**config.mk**
```make
export PLATFORM = sky130hd
export DESIGN_NAME = tlb_refill_walker
export DESIGN_NICKNAME = d
export VERILOG_FILES = /design/src/rtl/tlb_refill_walker_pkg.sv /design/src/rtl/tlb_refill_walker.sv
export SDC_FILE = /design/constraint.sdc
export NUM_CORES = 1
export LEC_CHECK = 0
export ABC_AREA = 1
export CORE_MARGIN = 2
export CORE_UTILIZATION = 34
export DETAILED_ROUTE_END_ITERATION = 7
export PLACE_DENSITY = 0.9
export SETUP_SLACK_MARGIN = 0.1
export SLEW_MARGIN = 15
export SYNTH_ARGS = -nofsm -noshare
export SYNTH_HDL_FRONTEND = slang
export SYNTH_SLANG_ARGS = --single-unit
```
**constraint.sdc**
```tcl
create_clock -name clk -period 1.8 [get_ports clk]
set_input_delay 0.45 -clock clk [delete_from_list [all_inputs] [get_ports clk]]
set_output_delay 0.45 -clock clk [all_outputs]
set_load 0.01 [all_outputs]
```
**src/rtl/tlb_refill_walker_pkg.sv**
```systemverilog
// Shared definitions for the TLB refill walker: exception codes, PTE layout and walker states.
package tlb_refill_walker_pkg;

    // Exception codes seen by the pipeline exception logic
    localparam logic [7:0] EXC_UMISS = 8'h82;
    localparam logic [7:0] EXC_KMISS = 8'h83;
    localparam logic [7:0] EXC_UPF   = 8'h84;
    localparam logic [7:0] EXC_KPF   = 8'h85;

    // Page-table entry fields
    localparam int unsigned PTE_V        = 0;
    localparam int unsigned PTE_FRAME_LO = 12;
    localparam int unsigned PTE_FRAME_HI = 17;

    typedef enum logic [2:0] {
        StIdle,
        StL1,
        StL2,
        StFill,
        StFault
    } walk_state_e;

endpackage

```
**src/rtl/tlb_refill_walker.sv**
```systemverilog
// Two-level hardware page-table walker that refills the TLB or raises a page fault.
module tlb_refill_walker
    import tlb_refill_walker_pkg::*;
#(
    parameter int unsigned PA_W    = 18,
    parameter int unsigned FRAME_W = 6,
    parameter int unsigned L1_BITS = 10
) (
    input  logic            clk,
    input  logic            rst,
    input  logic            miss_valid,
    output logic            miss_ready,
    input  logic [11:0]     miss_pid,
    input  logic [19:0]     miss_vpn,
    input  logic            miss_kmode,
    input  logic [31:0]     ptbr,
    input  logic            abort,
    output logic            mem_req,
    output logic [PA_W-1:0] mem_addr,
    input  logic            mem_ready,
    input  logic [31:0]     mem_rdata,
    output logic            tlb_we,
    output logic [31:0]     tlb_key,
    output logic [31:0]     tlb_data,
    output logic            done,
    output logic            fault,
    output logic [7:0]      exc
);

    localparam int unsigned L2_BITS = 20 - L1_BITS;

    walk_state_e        state_q, state_d;
    logic [11:0]        pid_q, pid_d;
    logic [19:0]        vpn_q, vpn_d;
    logic               kmode_q, kmode_d;
    logic [FRAME_W-1:0] ptbr_frame_q, ptbr_frame_d;
    logic [FRAME_W-1:0] l2_frame_q, l2_frame_d;
    logic [FRAME_W-1:0] leaf_q, leaf_d;
    logic               abort_pending_q, abort_pending_d;

    logic [FRAME_W-1:0] pte_frame;
    logic [11:0]        l1_offset;
    logic [11:0]        l2_offset;

    assign pte_frame = mem_rdata[PTE_FRAME_LO +: FRAME_W];
    assign l1_offset = 12'({vpn_q[19 -: L1_BITS], 2'b00});
    assign l2_offset = 12'({vpn_q[L2_BITS-1:0], 2'b00});

    // State and capture registers
    always_ff @(posedge clk) begin
        if (rst) begin
            state_q         <= StIdle;
            pid_q           <= '0;
            vpn_q           <= '0;
            kmode_q         <= 1'b0;
            ptbr_frame_q    <= '0;
            l2_frame_q      <= '0;
            leaf_q          <= '0;
            abort_pending_q <= 1'b0;
        end else begin
            state_q         <= state_d;
            pid_q           <= pid_d;
            vpn_q           <= vpn_d;
            kmode_q         <= kmode_d;
            ptbr_frame_q    <= ptbr_frame_d;
            l2_frame_q      <= l2_frame_d;
            leaf_q          <= leaf_d;
            abort_pending_q <= abort_pending_d;
        end
    end

    // Next-state, capture and output decode
    always_comb begin
        state_d         = state_q;
        pid_d           = pid_q;
        vpn_d           = vpn_q;
        kmode_d         = kmode_q;
        ptbr_frame_d    = ptbr_frame_q;
        l2_frame_d      = l2_frame_q;
        leaf_d          = leaf_q;
        abort_pending_d = abort_pending_q;

        miss_ready = 1'b0;
        mem_req    = 1'b0;
        mem_addr   = '0;
        tlb_we     = 1'b0;
        tlb_key    = '0;
        tlb_data   = '0;
        done       = 1'b0;
        fault      = 1'b0;
        exc        = 8'h00;

        case (state_q)
            StIdle: begin
                miss_ready = 1'b1;
                if (miss_valid) begin
                    pid_d        = miss_pid;
                    vpn_d        = miss_vpn;
                    kmode_d      = miss_kmode;
                    ptbr_frame_d = ptbr[PTE_FRAME_LO +: FRAME_W];
                    state_d      = StL1;
                end
            end
            StL1: begin
                mem_req  = 1'b1;
                mem_addr = PA_W'({ptbr_frame_q, l1_offset});
                if (mem_ready) begin
                    if (abort || abort_pending_q) begin
                        state_d = StIdle;
                    end else if (!mem_rdata[PTE_V]) begin
                        state_d = StFault;
                    end else begin
                        l2_frame_d = pte_frame;
                        state_d    = StL2;
                    end
                end else if (abort) begin
                    // The read is already on the bus; let it finish before dropping the walk.
                    abort_pending_d = 1'b1;
                end
            end
            StL2: begin
                mem_req  = 1'b1;
                mem_addr = PA_W'({l2_frame_q, l2_offset});
                if (mem_ready) begin
                    if (abort || abort_pending_q) begin
                        state_d = StIdle;
                    end else if (!mem_rdata[PTE_V]) begin
                        state_d = StFault;
                    end else begin
                        leaf_d  = pte_frame;
                        state_d = StFill;
                    end
                end else if (abort) begin
                    abort_pending_d = 1'b1;
                end
            end
            StFill: begin
                if (!abort) begin
                    tlb_we   = 1'b1;
                    done     = 1'b1;
                    tlb_key  = {pid_q, vpn_q};
                    tlb_data = 32'(leaf_q);
                end
                state_d = StIdle;
            end
            StFault: begin
                if (!abort) begin
                    fault = 1'b1;
                    exc   = kmode_q ? EXC_KPF : EXC_UPF;
                end
                state_d = StIdle;
            end
            default: begin
                state_d = StIdle;
            end
        endcase

        if (state_d == StIdle) begin
            abort_pending_d = 1'b0;
        end
    end

endmodule

```
==> results of run 1 <==
==> worst max path at each step <==
stage / startpoint / to / slack, ns / depth (start not counted)
global placement: abort / tlb_key[5] / -0.55 / 6
detailed placement: abort / tlb_key[21] / -0.57 / 6
CTS: state_q[1] / tlb_key[5] / -0.24 / 6
global route: state_q[1] / tlb_key[8] / -0.23 / 6
finish: state_q[1] / tlb_key[8] / -0.19 / 6
floorplan: state_q[1] / tlb_we / 0.14 / 7
==> stage by stage <==
| step | hold slack (ns) | setup TNS [ns] |
|---|---|---|
| after detailed placement | 0.441 | -25.65 |
| after CTS | 0.457 | -6.14 |
| after global routing | 0.495 | -10.79 |
| after floorplan | 0.424 | 0 |
| final | 0.464 | -7.27 |
| after global placement | 0.433 | -23.55 |
==> sequential cells by signal, summed over array words and instances (netlist names) <==
signal,flops
l2_frame_q,6
ptbr_frame_q,6
pid_q,12
leaf_q,6
state_q,3
vpn_q,20
kmode_q,1
abort_pending_q,1
==> Yosys cell counts, types with 3 or more instances <==
cell | instances | share of area, %
sky130_fd_sc_hd__nor2_2 | 11 | 2.6
sky130_fd_sc_hd__dfxtp_1 | 55 | 41
sky130_fd_sc_hd__nand2_1 | 21 | 3.0
sky130_fd_sc_hd__inv_1 | 54 | 7.6
sky130_fd_sc_hd__clkbuf_1 | 12 | 1.7
sky130_fd_sc_hd__o22ai_1 | 10 | 2.3
sky130_fd_sc_hd__buf_2 | 3 | 0.56
sky130_fd_sc_hd__inv_2 | 3 | 0.42
sky130_fd_sc_hd__nand3_2 | 3 | 1.1
sky130_fd_sc_hd__o21ai_0 | 57 | 11
sky130_fd_sc_hd__nor2_1 | 51 | 7.2
sky130_fd_sc_hd__buf_4 | 38 | 11
sky130_fd_sc_hd__a21oi_1 | 45 | 8.4
==> logic make-up after synthesis <==
logic type,after synthesis
compound gates,114
buf+inv,113
flops,55
other cells,1
simple gates,91
==> layer usage <==
layer  global-route usage (%)  vias to the layer above  routed length, um
li1                         -                     1391                  -
met1                     21.2                     1284               3400
met2                     34.1                      123               4190
met3                     4.07                       11                507
met4                     4.66                        0                120
met5                        0                        -                  0
==> power groups by stage <==
stage | clock (mW) | sequential, mW | combinational [mW]
5_1_grt | 0.917 | 1.33 | 0.656
6_report | 0.847 | 1.33 | 0.600
3_5_place_dp | 0 | 1.35 | 0.504
3_3_place_gp | 0 | 1.35 | 0.490
4_1_cts | 0.869 | 1.33 | 0.557
2_1_floorplan | 0 | 1.35 | 0.306
==> critical path, delay by kind of cell, from the launching register on <==
kind / cells / cell delay [ns]
and+or+nand+nor: 3 / 0.47
buffers and inverters: 3 / 0.38
DFF: 1 / 0.37
==> area by class of cell <==
cell class	instances	area (um2)
fill	696	3390
timing repair buffer	154	1350
multi-input combinational	238	1330
sequential	55	1110
inverter	57	224
tap	102	128
clock buffer	6	82.6
clock inverter	2	35.0
==> timing repair <==
action,CTS,global route
setup endpoints to repair,62,62
gates resized for setup,307,36
buffers inserted,9,11
hold endpoints to repair,0,0
gates cloned,2,0
pin swaps,4,10
==> flow_metrics.env, run 1 <==
export IMPL_crit_reg2reg_capture="abort_pending_q"
export IMPL_hold_path_end="leaf_q[3]"
export IMPL_hpwl_um=5420
export IMPL_worst_hold_path_type="reg2reg"
export IMPL_drv_cap=0
export IMPL_setup_viol_count_final=59
export IMPL_ir_drop_mv=0.326
export IMPL_post_route_min_period_ns=1.99
export IMPL_synthesis_yosys_warnings=0
export IMPL_crit_chain="inv_2 > nor3_4 > nand2_4 > buf_12 > nor2_1 > buf_2"
export IMPL_wl_um=8220
export IMPL_top_library_cells_by_usage_in_the_layout_fill_and_taps_aside="54 x sky130_fd_sc_hd__buf_2, 52 x sky130_fd_sc_hd__dfxtp_1, 51 x sky130_fd_sc_hd__inv_1, 51 x sky130_fd_sc_hd__o21ai_0, 49 x sky130_fd_sc_hd__clkdlybuf4s50_1"
export IMPL_netlist_instances=374
export IMPL_synthToLayoutAreaGrowth_pct=59.4
export IMPL_die_width_um=92.6
export IMPL_run_status="finished, violations left"
export IMPL_simple_gate_fraction_of_synth_area_pct=15.0
export IMPL_clk_pin_slew_worst_paths_ns=0.10
export IMPL_layout_worst_path_cycle_share_pct=111
export IMPL_rsz0062_at_grt="yes"
export IMPL_netSwitchingFraction_pct=26.8
export IMPL_numPlacedInstances=586
export IMPL_average_size_of_a_mapped_cell_um2=7.14
export IMPL_finClkSkew_ns=0.00619
export IMPL_ys_seq_area_share_pct=41.2
export IMPL_io_buffer_count=112
export IMPL_routed_wirelength_normalized_by_instance_count_um=13.4
export IMPL_dp_worst_setup_slack_ns=-0.573
export IMPL_holdCritStartpoint="leaf_q[3]"
export IMPL_root_buffer="sky130_fd_sc_hd__clkbuf_8"
export IMPL_report_power_total_mw=2.77
export IMPL_clock_tree_buffer_depth=2
export IMPL_final_cells=614
export IMPL_worst_skew_pair_late_latency_ns=0.30
export IMPL_power_sequential_fraction_pct=47.8
export IMPL_critical_path_max_stage_delay_ns=0.37
export IMPL_placeableCoreArea_mm2=0.00765
export IMPL_die_area_mm2=0.00858
export IMPL_post_synth_fa_ha_maj_area_fraction_pct=0
export IMPL_floorplan_initialDensity_pct=34.9
export IMPL_net_switching_power_uw=743
export IMPL_synthDistinctLibCells=24
export IMPL_cell_area_after_placement_mm2=0.00391
export IMPL_worst_setup_path_type="reg2out"
export IMPL_drive_gt1_share_pct=33.4
export IMPL_mappedNetlistArea_mm2=0.00267
export IMPL_start_kind="register"
export IMPL_viasPerCell=4.57
export IMPL_r2r_worst_path_cells=12
export IMPL_post_route_worst_setup_slack_ns=-0.189
export IMPL_ys_seq_elements=55
export IMPL_ctsHoldBuffers=0
export IMPL_die_height_um=92.6
export IMPL_fin_util_pct=55.6
export IMPL_via_count=2809
export IMPL_timing_critical_path_required_ns=1.35
export IMPL_synth_compound_gate_area_share_pct=21.9
export IMPL_grt_pass1_vias=2560
export IMPL_synth_top_family_by_area="compound AO/OA/AOI/OAI gates"
export IMPL_core_rowCount=32
export IMPL_worst_path_max_delay_cell="sky130_fd_sc_hd__dfxtp_2"
export IMPL_gp_congestion=0.829
export IMPL_failed_checks="negative setup slack"
export IMPL_grt_max_degree=48
export IMPL_clock_sink_count=55
export IMPL_drc=0
export IMPL_grt_antenna_before_repair=0
export IMPL_cellPowerDensity_mw_per_mm2=652
export IMPL_cts_buffers=5
export IMPL_clockPowerShare_pct=30.5
export IMPL_r2r_setup_slack_ns=0.14
export IMPL_finish_instance_area_mm2=0.00426
export IMPL_fmaxAchievable_ghz=0.503
export IMPL_post_synth_edffs=0
export IMPL_track_usage_pct=18.3
export IMPL_synthFlopType="sky130_fd_sc_hd__dfxtp_1"
export IMPL_crit_path_end_kind="primary output"
export IMPL_worst_ep_arrival_time_ns=1.54
export IMPL_route_antenna_remaining_nets=0
export IMPL_p_comb_share_pct=21.6
export IMPL_mostFrequentLayoutCell="sky130_fd_sc_hd__buf_2"
export IMPL_hold_viol_final=0
export IMPL_static_leakage_power_nw=1.92
export IMPL_crit_reg2reg_launch="state_q[1]"
export IMPL_grt_pass1_wl_um=12400
export IMPL_initialDrtViolationCount=72
export IMPL_int_power_mw=2.03
export IMPL_report_final_slew_viol_count=0
export IMPL_fin_nets=613
export IMPL_holdPathStages=2
export IMPL_synthMuxAreaShare_pct=0
export IMPL_asyncSetResetFlopFracSynth_pct=0
export IMPL_dr_pass1_iters=5
export IMPL_grt_remaining_overflow=0
export IMPL_antenna_cells_inserted=0
export IMPL_synth_xor_area_share_pct=0
export IMPL_tritoncts="yes"
export IMPL_boundaryPins=197
export IMPL_clock_tree_htree_level_count=2
export IMPL_critPathMaxFanout=17
Note: power is estimated with default switching activity, not from simulation.
==> run 2, diff against run 1 <==
--- a/config.mk
+++ b/config.mk
@@ -8,2 +8,3 @@
 export ABC_AREA = 1
+export CAP_MARGIN = 25
 export CORE_MARGIN = 2
==> constraint.sdc (replaced) <==
create_clock -name clk -period 1.8 [get_ports clk]
set_input_delay 0.36 -clock clk [delete_from_list [all_inputs] [get_ports clk]]
set_output_delay 0.36 -clock clk [all_outputs]
set_load 0.01 [all_outputs]
==> run 2 against run 1 <==
Effect of this change: the flow still finishes with violations (negative setup slack); largest power group unchanged; fmax up 6.7%; power down 7.4%; core utilization down 0.65 points; combinational power down 5.0%.
==> flow_metrics.env, run 2 (same netlist as run 1, synthesis figures left out) <==
export IMPL_run_status="finished, violations left"
export IMPL_failed_checks="negative setup slack"
export IMPL_fmaxAchievable_ghz=0.536
export IMPL_cts_buffers=5
export IMPL_report_power_total_mw=2.57
export IMPL_power_sequential_fraction_pct=51.7
export IMPL_layout_worst_path_cycle_share_pct=104
export IMPL_core_rowCount=32
export IMPL_mostFrequentLayoutCell="sky130_fd_sc_hd__dfxtp_1"
export IMPL_grt_pass1_wl_um=11800
export IMPL_dr_pass1_iters=4
export IMPL_hold_viol_final=0
export IMPL_gp_congestion=0.834
export IMPL_report_final_slew_viol_count=0
export IMPL_setup_viol_count_final=41
export IMPL_crit_chain="inv_2 > nor3_4 > nand2_4 > clkbuf_16 > nor2_1 > buf_2"
export IMPL_net_switching_power_uw=737
export IMPL_finish_instance_area_mm2=0.00421
export IMPL_clock_tree_buffer_depth=2
export IMPL_fin_nets=600
export IMPL_cp_num_buf_inv=3
export IMPL_route_antenna_remaining_nets=0
export IMPL_drive_gt1_share_pct=33.3
export IMPL_numPlacedInstances=584
export IMPL_largestRegisters="vpn_q x20, pid_q x12"
export IMPL_die_width_um=92.6
export IMPL_critical_path_top_delay_family="simple AND/OR/NAND/NOR gates"
export IMPL_worst_path_max_delay_cell="sky130_fd_sc_hd__dfxtp_2"
export IMPL_worst_setup_path_type="reg2out"
export IMPL_tritoncts="yes"
export IMPL_hpwl_um=5470
export IMPL_worst_hold_path_type="reg2reg"
export IMPL_max_reg_flops=20
export IMPL_grt_remaining_overflow=0
export IMPL_root_buffer="sky130_fd_sc_hd__clkbuf_8"
export IMPL_wl_um=8220
export IMPL_post_route_worst_setup_slack_ns=-0.0652
export IMPL_antenna_cells_inserted=0
export IMPL_via_count=2800
export IMPL_io_buffer_count=112
export IMPL_clk_pin_slew_worst_paths_ns=0.10
export IMPL_viasPerCell=4.66
export IMPL_grt_pass1_vias=2552
export IMPL_routed_wirelength_normalized_by_instance_count_um=13.7
export IMPL_synthToLayoutAreaGrowth_pct=57.5
export IMPL_worst_ep_arrival_time_ns=1.51
export IMPL_grt_max_degree=51
export IMPL_timing_critical_path_required_ns=1.44
export IMPL_post_route_min_period_ns=1.87
export IMPL_critPathMaxFanout=16
export IMPL_placeableCoreArea_mm2=0.00765
export IMPL_clock_tree_htree_level_count=2
export IMPL_initialDrtViolationCount=87
export IMPL_die_height_um=92.6
export IMPL_cell_area_after_placement_mm2=0.00390
export IMPL_largest_register="vpn_q"
export IMPL_netSwitchingFraction_pct=28.7
export IMPL_grt_antenna_before_repair=0
export IMPL_start_kind="register"
export IMPL_drv_cap=0
export IMPL_int_power_mw=1.83
export IMPL_finClkSkew_ns=0.00490
export IMPL_final_setup_tns_ns=-1.57
export IMPL_clockPowerShare_pct=26.1
export IMPL_ctsHoldBuffers=0
export IMPL_cellPowerDensity_mw_per_mm2=611
export IMPL_p_comb_share_pct=22.2
export IMPL_die_area_mm2=0.00858
export IMPL_crit_path_end_kind="primary output"
export IMPL_critical_path_max_stage_delay_ns=0.37
export IMPL_floorplan_initialDensity_pct=34.9
export IMPL_clock_sink_count=55
export IMPL_boundaryPins=197
export IMPL_final_cells=601
export IMPL_fillers=709
export IMPL_static_leakage_power_nw=1.83
export IMPL_rsz0062_at_grt="yes"
export IMPL_ir_drop_mv=0.305
export IMPL_worst_skew_pair_late_latency_ns=0.30
export IMPL_top_library_cells_by_usage_in_the_layout_fill_and_taps_aside="52 x sky130_fd_sc_hd__dfxtp_1, 50 x sky130_fd_sc_hd__inv_1, 49 x sky130_fd_sc_hd__clkdlybuf4s50_1, 45 x sky130_fd_sc_hd__a21oi_1, 43 x sky130_fd_sc_hd__buf_2"
export IMPL_drc=0
export IMPL_track_usage_pct=17.0
[run 2: through the flow]
stage / util, % / hold WS (ns) / worst slack [ns]
floorplan: - / 0.424 / 0.235
global placement: 51.0 / 0.433 / -0.369
detailed placement: 51.0 / 0.441 / -0.412
CTS: 49.8 / 0.456 / -0.101
global route: 55.0 / 0.483 / -0.139
finish: 55.0 / 0.459 / -0.0652
[run 2: layout make-up]
| class | instances | area, um2 | share of cell area (%) |
|---|---|---|---|
| clock buffers | 7 | 76.3 | 1.81 |
| clock inverters | 1 | 5.00 | 0.119 |
| inverters | 57 | 224 | 5.33 |
| multi-input cells | 238 | 1370 | 32.5 |
| flip-flops and latches | 55 | 1110 | 26.3 |
| well taps | 102 | 128 | 3.03 |
| repair buffers | 141 | 1300 | 30.8 |
[run 2: worst min-delay path, cell delays in order (launching register included)]
cell                      delay [ns]
sky130_fd_sc_hd__dfxtp_1        0.31
sky130_fd_sc_hd__inv_1          0.06
sky130_fd_sc_hd__a21oi_1        0.05
[run 2: path summary, 6_finish.rpt]
path	slack, ns	endpoint	cells past startpoint	from
max reg2reg	0.16	vpn_q[4]	9	state_q[1]
min reg2reg	0.46	ptbr_frame_q[3]	2	ptbr_frame_q[3]
min	0.46	ptbr_frame_q[3]	2	ptbr_frame_q[3]
max	-0.07	tlb_key[12]	6	state_q[0]
[run 2: what timing repair did]
item,in CTS,in global routing
gates cloned,0,3
endpoints found under the setup margin,62,63
hold endpoints to repair,0,0
pin swaps,4,7
gates resized for setup,272,97
buffers inserted,4,3
[run 2: per-layer routing]
metal / global-route usage, % / up-vias / wire (um)
met3: 4.31 / 13 / 560
met1: 19.1 / 1311 / 3290
li1: - / 1369 / -
met2: 31.4 / 107 / 4230
met4: 5.02 / 0 / 140
met5: 0 / - / 0
[run 2: power groups by stage]
stage / combinational (mW) / sequential, mW / clock [mW]
global placement: 0.487 / 1.35 / 0
detailed placement: 0.498 / 1.36 / 0
finish: 0.570 / 1.33 / 0.670
global route: 0.621 / 1.34 / 0.759
CTS: 0.506 / 1.33 / 0.695
floorplan: 0.306 / 1.35 / 0
==> run 3, diff against run 2 <==
SETUP_SLACK_MARGIN = not set   (was 0.1)
==> run 3 against run 2 <==
Effect of this change: the flow still finishes with violations (negative setup slack); fmax shrank 5.1%; register-to-register slack gained 0.03 ns; flip-flop and latch count is the same; clock skew grew 0.0029 ns; die area is the same; count of clock-buffer cells in the layout is the same; sequential share of layout area shrank 1.9 points; final area grew 7.8%; highest routed layer unchanged.
==> flow_metrics.env, run 3 (same netlist as run 1, synthesis figures left out) <==
export IMPL_run_status="finished, violations left"
export IMPL_failed_checks="negative setup slack"
export IMPL_viasPerCell=4.71
export IMPL_drc=0
export IMPL_core_rowCount=32
export IMPL_top_library_cells_by_usage_in_the_layout_fill_and_taps_aside="53 x sky130_fd_sc_hd__dfxtp_1, 51 x sky130_fd_sc_hd__inv_1, 51 x sky130_fd_sc_hd__o21ai_0, 50 x sky130_fd_sc_hd__clkdlybuf4s50_1, 45 x sky130_fd_sc_hd__a21oi_1"
export IMPL_global_route_usage_met3_pct=4.31
export IMPL_antenna_cells_inserted=0
export IMPL_die_width_um=92.6
export IMPL_clk_pin_slew_worst_paths_ns=0.10
export IMPL_floorplan_initialDensity_pct=34.9
export IMPL_critical_path_top_delay_family="buffers and inverters"
export IMPL_track_usage_pct=18.6
export IMPL_layout_worst_path_cycle_share_pct=109
export IMPL_hpwl_um=5470
export IMPL_worst_hold_path_type="reg2reg"
export IMPL_fin_nets=608
export IMPL_static_leakage_power_nw=1.93
export IMPL_grt_pass1_wl_um=12700
export IMPL_numPlacedInstances=584
export IMPL_crit_chain="inv_2 > nor3_4 > nand2_4 > buf_16 > buf_12 > nor2_4 > buf_6"
export IMPL_ff_latch_area_mm2=0.00111
export IMPL_clock_tree_buffer_depth=2
export IMPL_rsz0062_at_grt="yes"
export IMPL_largest_register="vpn_q"
export IMPL_finClkSkew_ns=0.00777
export IMPL_r2r_setup_slack_ns=0.19
export IMPL_root_buffer="sky130_fd_sc_hd__clkbuf_8"
export IMPL_worst_setup_path_type="reg2out"
export IMPL_report_power_total_mw=2.58
export IMPL_die_height_um=92.6
export IMPL_max_reg_flops=20
export IMPL_fmaxAchievable_ghz=0.509
export IMPL_start_kind="register"
export IMPL_crit_path_end_kind="primary output"
export IMPL_worst_path_max_delay_cell="sky130_fd_sc_hd__dfxtp_2"
export IMPL_worst_skew_pair_late_latency_ns=0.30
export IMPL_mostFrequentLayoutCell="sky130_fd_sc_hd__dfxtp_1"
export IMPL_timing_critical_path_required_ns=1.44
export IMPL_boundaryPins=197
export IMPL_clock_sink_count=55
export IMPL_globalRoute_busiestLayer="met2"
export IMPL_placeableCoreArea_mm2=0.00765
export IMPL_drive_gt1_share_pct=35.5
export IMPL_cts_buffers=5
export IMPL_grt_pass1_vias=2635
export IMPL_via_count=2867
export IMPL_worst_ep_arrival_time_ns=1.61
export IMPL_hold_viol_final=0
export IMPL_multiInputGateArea_mm2=0.00147
export IMPL_cp_num_buf_inv=4
export IMPL_wl_um=8670
export IMPL_drv_cap=0
export IMPL_fillers=679
export IMPL_grt_remaining_overflow=0
export IMPL_groute_layer_met1_usage_pct=21.2
export IMPL_synthToLayoutAreaGrowth_pct=69.8
export IMPL_tritoncts="yes"
export IMPL_cellPowerDensity_mw_per_mm2=569
export IMPL_whs_ns=0.463
export IMPL_report_final_slew_viol_count=0
export IMPL_post_route_worst_setup_slack_ns=-0.166
export IMPL_gp_congestion=0.834
export IMPL_dr_pass1_iters=4
export IMPL_clock_tree_htree_level_count=2
export IMPL_ir_drop_mv=0.300
export IMPL_largestRegisters="vpn_q x20, pid_q x12"
export IMPL_final_cells=609
export IMPL_critical_path_max_stage_delay_ns=0.37
export IMPL_final_setup_tns_ns=-3.58
export IMPL_grt_antenna_before_repair=0
export IMPL_setup_viol_count_final=51
export IMPL_critPathMaxFanout=7
export IMPL_grt_util_met2_pct=35.0
export IMPL_grt_max_degree=51
export IMPL_initialDrtViolationCount=99
export IMPL_routed_wirelength_normalized_by_instance_count_um=14.2
export IMPL_ctsHoldBuffers=0
export IMPL_route_antenna_remaining_nets=0
export IMPL_die_area_mm2=0.00858
export IMPL_io_buffer_count=112
export IMPL_post_route_min_period_ns=1.97
[run 3: cell count changes in the layout (fill, tap and decap cells not counted), moves of 3 or more]
cell | previous run | this run
sky130_fd_sc_hd__buf_16 | 0 | 4
sky130_fd_sc_hd__nor2_2 | 20 | 8
sky130_fd_sc_hd__o21ai_0 | 38 | 51
sky130_fd_sc_hd__nor2_4 | 13 | 30
sky130_fd_sc_hd__nand2_1 | 15 | 12
sky130_fd_sc_hd__o22ai_4 | 3 | 0
sky130_fd_sc_hd__buf_6 | 23 | 37
sky130_fd_sc_hd__nor2_1 | 29 | 24
sky130_fd_sc_hd__buf_2 | 43 | 27
sky130_fd_sc_hd__o21ai_1 | 16 | 1
sky130_fd_sc_hd__buf_12 | 6 | 9
sky130_fd_sc_hd__clkbuf_2 | 0 | 3
[run 3: worst register-to-register path, stage by stage, from the launching register on]
cell and delay (ns):
sky130_fd_sc_hd__dfxtp_2 0.37, sky130_fd_sc_hd__inv_2 0.06, sky130_fd_sc_hd__buf_4 0.13, sky130_fd_sc_hd__buf_6 0.11, sky130_fd_sc_hd__nand3_4 0.10, sky130_fd_sc_hd__inv_6 0.07, sky130_fd_sc_hd__buf_4 0.13, sky130_fd_sc_hd__buf_4 0.12
sky130_fd_sc_hd__nand2_2 0.18, sky130_fd_sc_hd__nand3_1 0.10, sky130_fd_sc_hd__nor2_1 0.11, sky130_fd_sc_hd__nor2_1 0.04
[run 3: final cells by class]
cell class	count	area share, %
Multi-Input combinational cell	238	32.4
Clock buffer	7	1.68
Clock inverter	1	0.110
Tap cell	102	2.82
Sequential cell	55	24.4
Inverter	57	4.94
Timing Repair Buffer	149	33.6
[run 3: repair_timing]
| action | CTS | global route |
|---|---|---|
| buffers inserted | 7 | 5 |
| pin swaps | 2 | 2 |
| setup endpoints to repair | 62 | 62 |
| resized for setup | 297 | 91 |
| cloned | 4 | 1 |
[run 3: report_power, final]
group          internal (mW)  switching [mW]
registers               1.30          0.0276
clock network          0.275           0.389
logic                  0.259           0.328
[run 3: final timing paths]
kind               from         endpoint  cells after the start
max          state_q[0]      tlb_key[19]                      7
min           leaf_q[3]        leaf_q[3]                      2
min reg2reg   leaf_q[3]        leaf_q[3]                      2
max reg2reg  state_q[0]  abort_pending_q                     11
[run 3: metal layers]
layer / wire (um) / up-vias
met5: 0 / -
met4: 99 / 0
met3: 608 / 9
met2: 4630 / 127
met1: 3330 / 1341
li1: - / 1390
[run 3: per-stage QoR]
stage | setup WS [ns] | utilization (%) | instance area, um2
after floorplan | 0.235 | - | 2790
after global placement | -0.369 | 51.0 | 3900
after detailed placement | -0.412 | 51.0 | 3900
after CTS | -0.163 | 53.5 | 4090
after global routing | -0.236 | 59.3 | 4530
final | -0.166 | 59.3 | 4530
